===== src/rtl/z16_pkg.sv =====
// Z16 sequencer shared definitions: state encoding, opcode map, PC step
// and small decode helpers used by the sequencer control path.
package z16_pkg;

  localparam int unsigned PC_W  = 16;
  localparam int unsigned OP_W  = 4;
  localparam int unsigned ST_W  = 3;
  localparam int unsigned CNT_W = 16;

  typedef enum logic [ST_W-1:0] {
    ST_IDLE   = 3'd0,
    ST_FETCH  = 3'd1,
    ST_DECODE = 3'd2,
    ST_EXEC   = 3'd3,
    ST_MEM    = 3'd4,
    ST_WB     = 3'd5,
    ST_HALT   = 3'd6
  } state_e;

  localparam logic [OP_W-1:0] OP_ADDI  = 4'h9;
  localparam logic [OP_W-1:0] OP_LOAD  = 4'hA;
  localparam logic [OP_W-1:0] OP_STORE = 4'hB;
  localparam logic [OP_W-1:0] OP_BR_LO = 4'hC;
  localparam logic [OP_W-1:0] OP_BR_HI = 4'hE;
  localparam logic [OP_W-1:0] OP_HALT  = 4'hF;

  localparam logic [PC_W-1:0] PC_STEP = 16'd2;

  // What EXEC does with an opcode.
  typedef enum logic [1:0] {
    CLS_ALU    = 2'd0,
    CLS_MEM    = 2'd1,
    CLS_BRANCH = 2'd2,
    CLS_HALT   = 2'd3
  } op_class_e;

  function automatic op_class_e classify(input logic [OP_W-1:0] op);
    op_class_e cls;
    cls = CLS_HALT;
    if (op <= OP_ADDI) begin
      cls = CLS_ALU;
    end else if (op >= OP_LOAD && op <= OP_STORE) begin
      cls = CLS_MEM;
    end else if (op >= OP_BR_LO && op <= OP_BR_HI) begin
      cls = CLS_BRANCH;
    end else if (op == OP_HALT) begin
      cls = CLS_HALT;
    end
    return cls;
  endfunction

  // Instructions are halfword aligned; a branch target never lands on an odd byte.
  function automatic logic [PC_W-1:0] align_pc(input logic [PC_W-1:0] addr);
    return {addr[PC_W-1:1], 1'b0};
  endfunction

endpackage


===== src/rtl/z16_req_timeout.sv =====
// Wait counter for an outstanding memory request; flags expiry on the
// last allowed unacknowledged cycle.
module z16_req_timeout
  import z16_pkg::*;
#(
  parameter int unsigned TIMEOUT_CYCLES = 16
) (
  input  logic clk,
  input  logic rst_n,
  input  logic clr,
  input  logic en,
  output logic expire_c
);

  localparam int unsigned TO_W = $clog2(TIMEOUT_CYCLES) + 1;
  localparam logic [TO_W-1:0] LAST = TO_W'(TIMEOUT_CYCLES - 1);

  logic [TO_W-1:0] count;

  // Saturates at LAST; the sequencer leaves the request state on expiry anyway.
  always_ff @(posedge clk) begin
    if (!rst_n) begin
      count <= '0;
    end else if (clr) begin
      count <= '0;
    end else if (en && (count != LAST)) begin
      count <= count + TO_W'(1);
    end
  end

  assign expire_c = en && (count == LAST);

endmodule


===== src/rtl/z16_seq_ctrl.sv =====
// Z16 multi-cycle sequencer: walks each instruction through fetch, decode,
// execute, memory and write-back, owning the PC and the shared memory port.
module z16_seq_ctrl
  import z16_pkg::*;
#(
  parameter logic [15:0] PC_RESET       = 16'h0000,
  parameter int unsigned TIMEOUT_CYCLES = 16
) (
  input  logic            i_clk,
  input  logic            i_rst_n,
  input  logic            i_run,
  input  logic [OP_W-1:0] i_opcode,
  input  logic            i_rd_wen,
  input  logic            i_mem_wen,
  input  logic            i_branch_taken,
  input  logic [PC_W-1:0] i_branch_target,
  input  logic            i_mem_ack,
  output logic            o_mem_req,
  output logic            o_mem_we,
  output logic            o_mem_sel_data,
  output logic            o_ir_load,
  output logic            o_rf_wen,
  output logic [PC_W-1:0] o_pc,
  output logic [ST_W-1:0] o_state,
  output logic            o_retire,
  output logic [CNT_W-1:0] o_instr_count,
  output logic            o_halted,
  output logic            o_fault
);

  state_e           state;
  state_e           state_next;
  state_e           boundary_next;
  logic [PC_W-1:0]  pc;
  logic [PC_W-1:0]  pc_next;
  logic [PC_W-1:0]  pc_seq;
  logic [CNT_W-1:0] instr_count;
  logic             fault;
  op_class_e        op_class;

  logic req_c;
  logic mem_we_c;
  logic sel_data_c;
  logic ir_load_c;
  logic rf_wen_c;
  logic retire_c;
  logic fault_set_c;
  logic expire_c;

  // Request is a pure function of state so the wait counter never loops back
  // through the next-state logic.
  assign req_c         = (state == ST_FETCH) || (state == ST_MEM);
  assign boundary_next = i_run ? ST_FETCH : ST_IDLE;
  assign pc_seq        = pc + PC_STEP;
  assign op_class      = classify(i_opcode);

  z16_req_timeout #(
    .TIMEOUT_CYCLES(TIMEOUT_CYCLES)
  ) u_timeout (
    .clk     (i_clk),
    .rst_n   (i_rst_n),
    .clr     (!req_c || i_mem_ack),
    .en      (req_c && !i_mem_ack),
    .expire_c(expire_c)
  );

  always_ff @(posedge i_clk) begin
    if (!i_rst_n) begin
      state <= ST_IDLE;
    end else begin
      state <= state_next;
    end
  end

  always_comb begin
    state_next  = state;
    pc_next     = pc;
    mem_we_c    = 1'b0;
    sel_data_c  = 1'b0;
    ir_load_c   = 1'b0;
    rf_wen_c    = 1'b0;
    retire_c    = 1'b0;
    fault_set_c = 1'b0;

    case (state)
      ST_IDLE: begin
        if (i_run) begin
          state_next = ST_FETCH;
        end
      end

      ST_FETCH: begin
        if (i_mem_ack) begin
          ir_load_c  = 1'b1;
          state_next = ST_DECODE;
        end else if (expire_c) begin
          fault_set_c = 1'b1;
          state_next  = ST_HALT;
        end
      end

      ST_DECODE: begin
        state_next = ST_EXEC;
      end

      ST_EXEC: begin
        case (op_class)
          CLS_ALU:    state_next = ST_WB;
          CLS_MEM:    state_next = ST_MEM;
          CLS_BRANCH: begin
            retire_c   = 1'b1;
            pc_next    = i_branch_taken ? align_pc(i_branch_target) : pc_seq;
            state_next = boundary_next;
          end
          default:    state_next = ST_HALT;
        endcase
      end

      // Load/store data phase; stores retire here, loads continue to write-back.
      ST_MEM: begin
        sel_data_c = 1'b1;
        mem_we_c   = i_mem_wen;
        if (i_mem_ack) begin
          if (i_opcode == OP_STORE) begin
            retire_c   = 1'b1;
            pc_next    = pc_seq;
            state_next = boundary_next;
          end else begin
            state_next = ST_WB;
          end
        end else if (expire_c) begin
          fault_set_c = 1'b1;
          state_next  = ST_HALT;
        end
      end

      ST_WB: begin
        rf_wen_c   = i_rd_wen;
        retire_c   = 1'b1;
        pc_next    = pc_seq;
        state_next = boundary_next;
      end

      ST_HALT: begin
        state_next = ST_HALT;
      end

      default: begin
        state_next = ST_IDLE;
      end
    endcase
  end

  always_ff @(posedge i_clk) begin
    if (!i_rst_n) begin
      pc          <= PC_RESET;
      instr_count <= '0;
      fault       <= 1'b0;
    end else begin
      pc <= pc_next;
      if (retire_c) begin
        instr_count <= instr_count + CNT_W'(1);
      end
      if (fault_set_c) begin
        fault <= 1'b1;
      end
    end
  end

  assign o_mem_req      = req_c;
  assign o_mem_we       = mem_we_c;
  assign o_mem_sel_data = sel_data_c;
  assign o_ir_load      = ir_load_c;
  assign o_rf_wen       = rf_wen_c;
  assign o_retire       = retire_c;
  assign o_pc           = pc;
  assign o_state        = state;
  assign o_instr_count  = instr_count;
  assign o_halted       = (state == ST_HALT);
  assign o_fault        = fault;

endmodule

===== config.mk =====
export PLATFORM = sky130hd
export DESIGN_NAME = z16_seq_ctrl
export DESIGN_NICKNAME = d
export VERILOG_FILES = /design/src/rtl/z16_pkg.sv /design/src/rtl/z16_req_timeout.sv /design/src/rtl/z16_seq_ctrl.sv
export SDC_FILE = /design/constraint.sdc
export NUM_CORES = 1
export LEC_CHECK = 0
export ABC_AREA = 1
export CORE_MARGIN = 2
export CORE_UTILIZATION = 44
export CTS_CLUSTER_SIZE = 16
export DETAILED_ROUTE_END_ITERATION = 8
export GPL_TIMING_DRIVEN = 1
export PLACE_DENSITY = 0.86
export SYNTH_ARGS = -nofsm -noshare
export SYNTH_HDL_FRONTEND = slang
export SYNTH_SLANG_ARGS = --single-unit

===== constraint.sdc =====
create_clock -name i_clk -period 1.5 [get_ports i_clk]
set_input_delay 0.3 -clock i_clk [delete_from_list [all_inputs] [get_ports i_clk]]
set_output_delay 0.3 -clock i_clk [all_outputs]
set_load 0.1 [all_outputs]

Word level (Yosys, flattened, before mapping)
Cells that the tools add are included.
Widths: inputs -> output; s select.
{ "word_totals": {"elab_cells": 72, "input_bits": 27, "memories": 0, "mem_bits_ro": 0, "regBits": 41, "latchBits": 0, "out_inout_bits": 43, "mem_bits_rw": 0} }
{ "classes": {"n_addsub": 3, "mux": 28, "shift": 0, "div_mod_pow": 0, "n_bitwise": 1, "magnitude_cmp": 5, "multipliers": 0, "eq_ne": 15, "reduce_logical": 15} }
{ "ops": {"columns": ["cell", "count"], "rows": [
  ["$mux 16", 4],
  ["$pmux 16 s3", 1],
  ["$pmux 3 s7", 1],
  ["$add 16x1->16 const B", 1],
  ["$add 16x2->16 const B", 1],
  ["$mux 3", 5],
  ["$mux 1", 13],
  ["$le 4x4->1 const B", 3],
  ["$eq 3x3->1 const B", 3],
  ["$pmux 3 s3", 1],
  ["$ge 4x4->1 const B", 2],
  ["$eq 3x2->1 const B", 2],
  ["$ne 2x2->1 const B", 3],
  ["$add 5x1->5 const B", 1],
  ["$eq 5x4->1 const B", 1],
  ["$logic_and 1x1->1", 5],
  ["$ne 5x4->1 const B", 1],
  ["$eq 4x4->1 const B", 1],
  ["$mux 2", 2],
  ["$reduce_and 4->1", 1],
  ["$reduce_or 2->1", 2],
  ["$eq 3x1->1 const B", 1],
  ["$logic_not 3->1", 1],
  ["$pmux 1 s3", 1],
  ["8 further kinds", 10]
]} }

Logic depth before layout (Yosys ltp)
Gate-level depths: netlist of the first run.
{ "depth": {"depth_word": 8, "mapped_depth": 11, "ltp_nobuf": 10} }

Modules after synthesis
From an unflattened synthesis of the first run, not the netlist that was laid out.
{ "hier_totals": {"cells_unflattened": 418, "area_unflattened_um2": 2628.8} }
{ "modules_own_cells": {"columns": ["module", "area_per_inst_um2", "n_inst", "seq_area_each_um2", "cells_each"], "rows": [
  ["z16_seq_ctrl", 2334.7, 1, 700.7, 380],
  ["z16_req_timeout", 294.0, 1, 100.1, 38]
]} }

Least setup slack after synthesis of the first run
No wires, ideal clock.
{ "synth_timing": {"kind": "reg2out", "start": "register state[2] (netlist: o_state[2])", "end": "output port o_rf_wen", "stages_incl_launch_ff": 5, "t_required_ns": 1.200, "slack_ns": -1.505, "n_path_buf": 0, "arrival_time_ns": 2.705, "cell_sequence": "dfxtp_1 -> nand2_2 -> inv_2 -> nand2_1 -> nor2_1"} }
{ "synth_between": {"elab_chain_len": 2} }
{ "synth_rtl": {"columns": ["element", "line", "source"], "rows": [
  ["start, declared", "z16_seq_ctrl.sv:31", "state_e state;"],
  ["start signal, assigned", "z16_seq_ctrl.sv:71", "state <= state_next;"],
  ["$eq 3x3->1", "z16_seq_ctrl.sv:85", "case (state)"],
  ["$mux 1", "z16_seq_ctrl.sv:85", null],
  ["end, declared", "z16_seq_ctrl.sv:22", "output logic o_rf_wen,"]
]} }
No other way between the ends.

Final worst setup path of the first run
{ "layout_timing": {"start": "register state[0] (netlist: o_state[0])", "end": "output port o_retire"} }
{ "layout_between": {"elab_chain_len": 2, "elab_cells_between_ends": 4, "cone_classes": "eq/ne: 3; mux: 1"} }
{ "layout_rtl": {"columns": ["element", "line", "source"], "rows": [
  ["$eq 3x3->1 / $eq 3x2->1 (equally long branches)", "z16_seq_ctrl.sv:85", null],
  ["$pmux 1 s3 *", "z16_seq_ctrl.sv:85", null],
  ["end, declared", "z16_seq_ctrl.sv:25", "output logic o_retire,"]
]} }
Every way passes the cells marked *; elsewhere a longest branch is shown, timed or not.

==> parameters.txt, run 1 <==
Parameter                              Value

Placed design
  Total instance count after detailed placement    558
  Routability congestion estimate    0.939
  Count of input and output buffers    67
  Half-perimeter wire length after placement    5700 um

Detailed routing
  DR DRC count    0
  Total iterations of the first detailed-routing run    5
  Detail Route Antenna Nets    0
  Routed length per placed instance    16.1 um
  Vias per cell    5.68
  Total via count in the routed design    3293
  Iter 0 DRT Violations    324
  Total routed wirelength    9340 um

Final layout
  Post-route core utilization    0.790
  Number of non-filler instances in the completed layout    580
  Layout area overhead    72.1%
  Footprint of the multi-input gates    0.00173 sq mm
  Sequential standard cell area    891 sq um
  Share of layout cells above drive strength 1    0.343
  Fill count    363
  Final Net Count    538
  Number of inserted diodes    0

GRT
  Gr usage total    0.264
  Remaining Overflow, GRT    0
  Number of global-route vias before repair    2979
  Pin count of the biggest net entering global routing    31
  First-pass GRT wire length    13500 um
  Initial antenna violation count    0

Setup path
  Worst path max stage delay    400 ps
  Startpoint type of the worst setup path    register
  Dominant delay contributor by cell family on the critical path    simple AND/OR/NAND/NOR gates
  Data required time of the worst path    1200 ps
  Critical path endpoint category    output pin
  Type of the worst setup path    reg -> out
  Slowest stage cell, crit path    sky130_fd_sc_hd__dfxtp_4
  Critical path peak fanout    4
  Arrival time reported for the critical path endpoint    1310 ps
  Critical-path cell list    nand2_4, nor2_4, nand3_2, nand3_4, buf_12
  Worst path buffer plus inverter count    1

Clock network
  Worst-path clk slew    80 ps
  Clock buffer depth    2
  Number of clock sinks    40
  Quantity of hold-fixing buffers added after cts    0
  Cts bufs inserted    5
  Maximum level of the CTS H-tree    2
  CTS Root Cell    sky130_fd_sc_hd__clkbuf_8
  TritonCTS clock tree    done
  Clock latency of the later-clocked register in the worst-skew pair    310 ps

Flow run
  # Max-Cap Violations    0

Synthesis
  Share of cell area taken by muxes after synthesis    0
  Sequential-to-total area share from yosys stat    0.315
  XOR/XNOR share of the synthesized area    0.0207
  Netlist Area Pre-Place    0.00254 sq mm
  Cell type with the highest aggregate area in the netlist    sky130_fd_sc_hd__dfxtp_1
  Post-synthesis share of cell area spent on and, or, nand and nor gates    0.419
  Flip-flop cell with the highest count after synthesis    sky130_fd_sc_hd__dfxtp_1
  Adder-cell area share of the yosys netlist    0.0197
  Synth Net Count    441
  Synthesized area per cell    6.20 sq um
  Most frequent cell after synthesis    sky130_fd_sc_hd__nand2_1
  Largest family of logic cells by synthesized area    simple AND/OR/NAND/NOR gates
  Count of distinct cell types in the synthesized netlist    36
  Dominant cells by area after synthesis    sky130_fd_sc_hd__dfxtp_1, sky130_fd_sc_hd__nand2_1, sky130_fd_sc_hd__nor2_1, sky130_fd_sc_hd__nand3_1, sky130_fd_sc_hd__a21oi_1
  Compound-Gate Fraction of Synth Area    0.130
  Number of synthesized register bits    40
  Proportion of synthesized flip-flops having asynchronous set or reset    0
  Post-Synthesis Cells    410
  Number of synthesized flops with an enable pin    0
  Area share of the largest cell type after synthesis    0.315
  Synthesis warning total    0
  Most common library cells after synthesis    sky130_fd_sc_hd__nand2_1, sky130_fd_sc_hd__nor2_1, sky130_fd_sc_hd__dfxtp_1

Timing
  Final setup violation count    10
  Setup Total Neg Slack    -571 ps
  Unrepaired setup endpoints after global routing    yes
  Setup WS post-layout    -110 ps
  Post-layout min period    1610 ps
  Ratio of final minimum period to clock period    1.07
  Maximum clock skew at final layout    14.8 ps
  Pins over their slew limit    0
  Count of endpoints failing hold in the final timing report    0
  Worst hold margin    461 ps
  Highest attainable clock frequency    621 MHz

Pwr
  Reported net switching power    803 uW
  Proportion of total power due to net switching    0.326
  Leakage power    1.70 nW
  Power density relative to cell area    562 mW/mm^2
  Portion of total power attributed to sequential cells    0.438
  Clock network power share    0.316
  Int Pwr    1.66 mW
  Worst supply voltage drop on vdd    0.508 mV
  Comb pwr share    0.246

Die
  Number of I/O pins    70
  Site Rows    27
  Die Area    0.00640 sq mm
  Die Y-Extent    80.0 um
  Die extent in x    80.0 um
  Effective utilization at floorplan    0.459
  Placeable core area    0.00554 sq mm

Status
  Status    finished, violations left
  Failing checks    setup timing

Worst hold path
  Path type of the worst min-delay path    reg -> reg
[worst reg2reg max path, delay by kind of cell, from the launching register on]
kind                   cells  cell delay [ps]
AOI/OAI and AO/OA          3              510
buffers and inverters      4              430
DFF                        1              370
and+or+nand+nor            2              170
[routing by layer]
metal	vias to the layer above	share of wire	global-route usage
li1	1516	-	-
met1	1522	0.37	0.328
met2	200	0.49	0.459
met3	55	0.092	0.0498
met4	0	0.045	0.0831
met5	-	0	0
[kinds of logic (layout without fill, tap and decap cells)]
group | after synthesis | after routing
AOI/OAI and AO/OA | 61 | 61
xor gates and xnor gates | 6 | 6
adders and majority gates | 4 | 4
buffers and inverters | 54 | 151
DFF | 40 | 40
other | 1 | 1
and+or+nand+nor | 244 | 245
[cells in the final DEF, fill, tap and decap left out, types with 2 or more instances in the layout]
master,count
sky130_fd_sc_hd__a21oi_1,27
sky130_fd_sc_hd__a21oi_2,3
sky130_fd_sc_hd__buf_12,44
sky130_fd_sc_hd__buf_4,30
sky130_fd_sc_hd__buf_6,2
sky130_fd_sc_hd__clkbuf_8,6
sky130_fd_sc_hd__clkdlybuf4s50_1,20
sky130_fd_sc_hd__clkinv_1,2
sky130_fd_sc_hd__dfxtp_1,6
sky130_fd_sc_hd__dfxtp_2,15
sky130_fd_sc_hd__dfxtp_4,19
sky130_fd_sc_hd__dlygate4sd2_1,5
sky130_fd_sc_hd__ha_4,3
sky130_fd_sc_hd__inv_1,32
sky130_fd_sc_hd__inv_2,2
sky130_fd_sc_hd__inv_4,3
sky130_fd_sc_hd__inv_8,2
sky130_fd_sc_hd__nand2_1,117
sky130_fd_sc_hd__nand2_2,6
sky130_fd_sc_hd__nand2_4,8
sky130_fd_sc_hd__nand2_8,2
sky130_fd_sc_hd__nand3_1,29
sky130_fd_sc_hd__nand3_2,4
sky130_fd_sc_hd__nand3_4,2
sky130_fd_sc_hd__nand3b_1,2
sky130_fd_sc_hd__nand4_1,5
sky130_fd_sc_hd__nor2_1,49
sky130_fd_sc_hd__nor2_2,8
sky130_fd_sc_hd__nor2_4,8
sky130_fd_sc_hd__o21ai_0,14
sky130_fd_sc_hd__o21ai_1,10
sky130_fd_sc_hd__xor2_1,5
[timing repair]
| action | in CTS | in global routing |
|---|---|---|
| buffers inserted | 8 | 4 |
| gates resized for setup | 18 | 34 |
| pin swaps | 9 | 12 |
| gates cloned | 0 | 2 |
| setup endpoints to repair | 20 | 37 |
[layout make-up]
| class | count | area share |
|---|---|---|
| multi-input combinational | 317 | 0.394 |
| sequential | 40 | 0.204 |
| inverter | 41 | 0.0412 |
| clock buffer | 7 | 0.0197 |
| timing repair buffer | 102 | 0.320 |
| clock inverter | 1 | 0.000858 |
| tap | 72 | 0.0206 |
[flip-flops by register name (all words and copies together), names as in the netlist]
name and count:
u_timeout.count 5, o_state 3, o_instr_count 16, o_fault 1, o_pc 15
[metrics by stage]
stage / area (sq um) / total power, mW / worst slack, ps
after floorplan: 2740 / 1.41 / -133
after global placement: 4010 / 1.63 / -324
after detailed placement: 4010 / 1.64 / -394
after CTS: 4200 / 2.41 / -73.1
after global routing: 4370 / 2.54 / -150
final: 4370 / 2.46 / -110
[power by group through the flow]
| stage | sequential, mW | clock (mW) | combinational, mW |
|---|---|---|---|
| detailed placement | 1.10 | 0 | 0.535 |
| floorplan | 1.18 | 0 | 0.238 |
| finish | 1.08 | 0.777 | 0.604 |
| CTS | 1.07 | 0.765 | 0.565 |
| global route | 1.08 | 0.825 | 0.633 |
| global placement | 1.10 | 0 | 0.527 |
[worst paths after layout]
kind / slack (ps) / end / start / depth (start not counted)
min reg2reg: 460 / u_timeout.count[3] / u_timeout.count[3] / 2
min: 460 / u_timeout.count[3] / u_timeout.count[3] / 2
max: -110 / o_retire / o_state[0] / 5
max reg2reg: -70 / o_pc[8] / o_state[1] / 9
Note: power is estimated with default switching activity, not from simulation.
==> run 2: changes to the inputs <==
Settings changed: ABC_AREA 1 to 0, CORE_UTILIZATION 44 to 43, CTS_BUF_LIST set to sky130_fd_sc_hd__clkbuf_16.
==> parameters.txt, run 2 <==
Parameter                              Value

Synthesis
  Post-Synthesis Cells    289
  Cell type with the highest aggregate area in the netlist    sky130_fd_sc_hd__dfxtp_1
  Area share of the largest cell type after synthesis    0.344
  Number of synthesized register bits    40
  Flip-flop cell with the highest count after synthesis    sky130_fd_sc_hd__dfxtp_1
  Synth Net Count    320
  Most common library cells after synthesis    sky130_fd_sc_hd__dfxtp_1, sky130_fd_sc_hd__nand2_1, sky130_fd_sc_hd__nor2_1
  Number of synthesized flops with an enable pin    0
  Dominant cells by area after synthesis    sky130_fd_sc_hd__dfxtp_1, sky130_fd_sc_hd__nand2_1, sky130_fd_sc_hd__nor2_1, sky130_fd_sc_hd__a21oi_1, sky130_fd_sc_hd__nand3_1
  Synthesized area per cell    8.05 sq um
  Count of distinct cell types in the synthesized netlist    56
  Netlist Area Pre-Place    0.00233 sq mm
  Synthesis warning total    0
  Sequential-to-total area share from yosys stat    0.344
  Proportion of synthesized flip-flops having asynchronous set or reset    0
  Most frequent cell after synthesis    sky130_fd_sc_hd__dfxtp_1

Final layout
  Design area    0.00470 sq mm
  Share of layout cells above drive strength 1    0.499
  Largest register FFs    16
  Number of non-filler instances in the completed layout    499
  Fill count    174
  Post-route core utilization    0.909
  Number of inserted diodes    0
  Most frequent cells in the layout    sky130_fd_sc_hd__buf_4, sky130_fd_sc_hd__buf_12, sky130_fd_sc_hd__nand2_1
  Final Net Count    459
  Layout area overhead    102%
  Commonest non-fill, non-tap cell in the layout    sky130_fd_sc_hd__buf_4

Detailed routing
  DR DRC count    0
  Total iterations of the first detailed-routing run    5
  Detail Route Antenna Nets    0
  Total routed wirelength    12500 um
  Iter 0 DRT Violations    414
  Routed length per placed instance    25.0 um
  Vias per cell    6.73
  Total via count in the routed design    3357

Die
  Die Y-Extent    77.5 um
  Placeable core area    0.00517 sq mm
  Effective utilization at floorplan    0.450
  Die extent in x    77.5 um
  Number of I/O pins    70
  Die Area    0.00601 sq mm
  Site Rows    26

Status
  Failing checks    setup timing
  Status    finished, violations left

Pwr
  Power after layout    2.67 mW
  Int Pwr    1.88 mW
  Reported net switching power    785 uW
  Clock network power share    0.394
  Leakage power    1.88 nW
  Portion of total power attributed to sequential cells    0.397
  Comb pwr share    0.209
  Worst supply voltage drop on vdd    0.555 mV
  Power density relative to cell area    568 mW/mm^2
  Proportion of total power due to net switching    0.294

GRT
  Initial antenna violation count    0
  First-pass GRT wire length    16000 um
  Gr usage total    0.336
  Remaining Overflow, GRT    0
  Number of global-route vias before repair    3225
  Pin count of the biggest net entering global routing    14

Worst hold path
  Path type of the worst min-delay path    reg -> reg
  Min-Delay Path Depth    2
  Beginning of the worst hold path    o_instr_count[7]
  Worst-case hold path end point    o_instr_count[7]

Setup path
  Critical path peak fanout    5
  Type of the worst setup path    reg -> reg
  Startpoint type of the worst setup path    register
  Reg-to-reg startpoint    o_state[2]
  Depth of the worst register-to-register path    7
  Critical path endpoint category    register
  Worst flop-to-flop path endpoint    o_instr_count[12]
  Setup crit start    o_state[2]
  Data required time of the worst path    1730 ps
  Register-to-register path setup slack    -580 ps
  Arrival time reported for the critical path endpoint    2310 ps

Placed design
  Placed Area    0.00414 sq mm
  Count of input and output buffers    67
  Routability congestion estimate    0.889
  Total instance count after detailed placement    477
  Half-perimeter wire length after placement    6080 um
  Pre-CTS setup slack    -740 ps

Timing
  Count of endpoints failing hold in the final timing report    0
  Pins over their slew limit    0
  Post-layout min period    2080 ps
  Worst-Margin Slew    603 ps
  Highest attainable clock frequency    480 MHz
  Unrepaired setup endpoints after global routing    yes
  Ratio of final minimum period to clock period    1.39
  Setup WS post-layout    -584 ps
  Setup Total Neg Slack    -9530 ps
  Remaining max-slew budget at the tightest pin    0.595
  Maximum clock skew at final layout    4.68 ps
  Final setup violation count    43
  Worst hold margin    520 ps

Clock network
  Worst-path clk slew    60 ps
  Clock buffer depth    2
  Cts bufs inserted    5
  Number of clock sinks    40
  Clock latency of the later-clocked register in the worst-skew pair    290 ps
  CTS Root Cell    sky130_fd_sc_hd__clkbuf_16
  Quantity of hold-fixing buffers added after cts    0
  Maximum level of the CTS H-tree    2
  TritonCTS clock tree    done

Flow run
  # Max-Cap Violations    0
[run 2: cell count changes after synthesis, sizes merged, moves of 6 or more]
cell / change
nand2: -101
nor2: -36
inv: -35
xnor2: +6
nand3: -21
and2: +10
clkbuf: +10
a21oi: -13
o21ai: -13
nor4: +6
[run 2: power groups by stage]
stage | Clock, mW | Sequential (mW) | Combinational [mW]
2_1_floorplan | 0 | 1.13 | 0.203
3_3_place_gp | 0 | 1.08 | 0.455
3_5_place_dp | 0 | 1.08 | 0.468
4_1_cts | 1.03 | 1.06 | 0.497
5_1_grt | 1.09 | 1.06 | 0.578
6_report | 1.05 | 1.06 | 0.557
[run 2: final cells by class]
cell class | instances | area [sq um] | area share
inverters | 6 | 37.5 | 0.00799
repair buffers | 151 | 1810 | 0.385
clock buffers | 5 | 125 | 0.0266
well taps | 70 | 87.6 | 0.0186
clock inverters | 3 | 13.8 | 0.00293
multi-input cells | 224 | 1750 | 0.372
flip-flops and latches | 40 | 875 | 0.186
[run 2: worst max-delay path, stage by stage (launching register included)]
cell and delay, ps:
sky130_fd_sc_hd__dfxtp_4 370, sky130_fd_sc_hd__nand3b_4 170, sky130_fd_sc_hd__o32ai_4 290, sky130_fd_sc_hd__nor2_4 130, sky130_fd_sc_hd__buf_6 160, sky130_fd_sc_hd__buf_6 120
sky130_fd_sc_hd__nor4_2 550, sky130_fd_sc_hd__o21a_1 220
[run 2: logic make-up (layout without fill, tap and decap cells)]
kind of cell | after synthesis | in the layout | share of synthesized area
mux | 1 | 1 | 0.00430
fa+ha+maj | 4 | 4 | 0.0215
simple gates | 124 | 124 | 0.274
flops | 40 | 40 | 0.344
buf+inv | 25 | 165 | 0.0527
other cells | 1 | 1 | 0.00161
xor+xnor | 10 | 10 | 0.0377
compound gates | 84 | 84 | 0.264
[run 2: how the worst max path moves through the flow]
stage	depth (start not counted)	slack (ps)	endpoint
after CTS	5	-290	o_retire
after detailed placement	7	-740	o_pc[1]
final	7	-580	o_instr_count[12]
after global placement	7	-680	o_pc[1]
after global routing	7	-590	o_instr_count[12]
after floorplan	4	-560	o_mem_we
[run 2: layer usage]
metal,vias to the layer above,global-route usage,wire [um]
met1,1545,0.381,4160
met4,0,0.220,1140
li1,1341,-,-
met3,118,0.0628,1330
met2,353,0.577,5860
met5,-,0,0
[run 2: timing repair]
item	4_1_cts	5_1_grt
setup buffers	8	6
pin swaps	10	23
resized for setup	37	35
cloned	2	0
endpoints found under the setup margin	42	45
==> run 3: changes to the inputs <==
Settings changed: CTS_CLUSTER_DIAMETER set to 120, SETUP_SLACK_MARGIN set to 0.15.
==> parameters.txt, run 3 (synthesis gave the netlist of run 2 again) <==
Parameter                              Value

Setup path
  Critical path endpoint category    register
  Dominant delay contributor by cell family on the critical path    simple AND/OR/NAND/NOR gates
  Data required time of the worst path    1700 ps
  Arrival time reported for the critical path endpoint    2090 ps
  Slowest stage cell, crit path    sky130_fd_sc_hd__nor2_1
  Type of the worst setup path    reg -> reg
  Critical-path cell list    ha_1, nand3_1, nor2_1, a31oi_1, o221a_4
  Worst path max stage delay    410 ps
  Critical path peak fanout    5
  Startpoint type of the worst setup path    register
  Register-to-register path setup slack    -400 ps
  Worst path buffer plus inverter count    0

Detailed routing
  Total iterations of the first detailed-routing run    8
  Iter 0 DRT Violations    544
  Routed length per placed instance    29.0 um
  DR DRC count    0
  Total routed wirelength    14900 um
  Detail Route Antenna Nets    0
  Total via count in the routed design    3703
  Vias per cell    7.19

Placed design
  Count of input and output buffers    67
  Placed Area    0.00417 sq mm
  Routability congestion estimate    0.977
  Pre-CTS setup slack    -748 ps
  Half-perimeter wire length after placement    6200 um
  Total instance count after detailed placement    476

Clock network
  TritonCTS clock tree    done
  CTS Root Cell    sky130_fd_sc_hd__clkbuf_16
  Number of clock sinks    40
  Maximum level of the CTS H-tree    2
  Clock latency of the later-clocked register in the worst-skew pair    300 ps
  Quantity of hold-fixing buffers added after cts    0
  Worst-path clk slew    70 ps
  Clock buffer depth    2
  Cts bufs inserted    5

GRT
  Number of global-route vias before repair    3480
  Gr usage total    0.416
  Initial antenna violation count    0
  First-pass GRT wire length    19200 um
  Remaining Overflow, GRT    0
  Pin count of the biggest net entering global routing    17

Die
  Die Area    0.00601 sq mm
  Number of I/O pins    70
  Site Rows    26
  Die extent in x    77.5 um
  Die Y-Extent    77.5 um
  Effective utilization at floorplan    0.450
  Placeable core area    0.00517 sq mm

Timing
  Count of endpoints failing hold in the final timing report    0
  Setup WS post-layout    -396 ps
  Post-layout min period    1900 ps
  Setup Total Neg Slack    -10940 ps
  Worst hold margin    530 ps
  Maximum clock skew at final layout    7.42 ps
  Final setup violation count    48
  Ratio of final minimum period to clock period    1.26
  Remaining max-slew budget at the tightest pin    0.665
  Worst-Margin Slew    501 ps
  Unrepaired setup endpoints after global routing    yes
  Pins over their slew limit    0
  Highest attainable clock frequency    528 MHz

Pwr
  Portion of total power attributed to sequential cells    0.355
  Reported net switching power    894 uW
  Clock network power share    0.437
  Leakage power    2.02 nW
  Int Pwr    2.09 mW
  Power density relative to cell area    601 mW/mm^2
  Proportion of total power due to net switching    0.300
  Power after layout    2.98 mW
  Worst supply voltage drop on vdd    0.788 mV
  Comb pwr share    0.207

Status
  Failing checks    setup timing
  Status    finished, violations left

Final layout
  Share of layout cells above drive strength 1    0.546
  Largest register FFs    16
  Most frequent cells in the layout    sky130_fd_sc_hd__buf_4, sky130_fd_sc_hd__buf_12, sky130_fd_sc_hd__nand2_1
  Number of inserted diodes    0
  Final Net Count    475
  Design area    0.00496 sq mm
  Layout area overhead    113%
  Commonest non-fill, non-tap cell in the layout    sky130_fd_sc_hd__buf_4
  Post-route core utilization    0.959
  Number of non-filler instances in the completed layout    515

Worst hold path
  Path type of the worst min-delay path    in -> reg

Flow run
  # Max-Cap Violations    0
## run 3: changes by cell type in the layout (fill, tap and decap cells not counted), sizes merged
cell | previous run | this run
clkinv | 4 | 2
buf | 125 | 142
clkdlybuf4s50 | 21 | 20
bufinv | 0 | 1
inv | 5 | 6
clkbuf | 5 | 6
bufbuf | 1 | 0
## run 3: area by class of cell
| type | instances | area [sq um] |
|---|---|---|
| multi-input combinational | 224 | 1810 |
| clock inverter | 3 | 41.3 |
| clock buffer | 5 | 125 |
| inverter | 6 | 35.0 |
| timing repair buffer | 167 | 1980 |
| fill | 114 | 213 |
| sequential | 40 | 883 |
| tap | 70 | 87.6 |
## run 3: worst paths after layout
check,startpoint,to,depth (start not counted)
worst min register to register,o_pc[15],o_pc[15],2
worst max register to register,o_pc[1],o_pc[9],5
worst max-delay path,o_pc[1],o_pc[9],5
worst min-delay path,i_opcode[2],o_state[1],4
## run 3: repair_timing
item | in CTS | in global routing
endpoints found under the setup margin | 43 | 51
resized for setup | 67 | 35
pin swaps | 32 | 19
buffers inserted | 22 | 9
## run 3: metal layers
metal	global-route usage	share of wire	vias to the layer above
met3	0.0930	0.11	187
li1	-	-	1379
met2	0.723	0.46	436
met5	0	0	-
met1	0.445	0.32	1701
met4	0.288	0.11	0
## run 3: worst min-delay path: stages
cell                       delay (ps)
sky130_fd_sc_hd__clkbuf_2         130
sky130_fd_sc_hd__nand3_1          130
sky130_fd_sc_hd__a21o_1           160
sky130_fd_sc_hd__a221oi_2          70
## run 3: power by group through the flow
stage | logic [mW] | registers, mW | clock network (mW)
finish | 0.617 | 1.06 | 1.30
global route | 0.633 | 1.06 | 1.33
CTS | 0.524 | 1.06 | 1.23
detailed placement | 0.467 | 1.08 | 0
global placement | 0.454 | 1.08 | 0
floorplan | 0.203 | 1.13 | 0
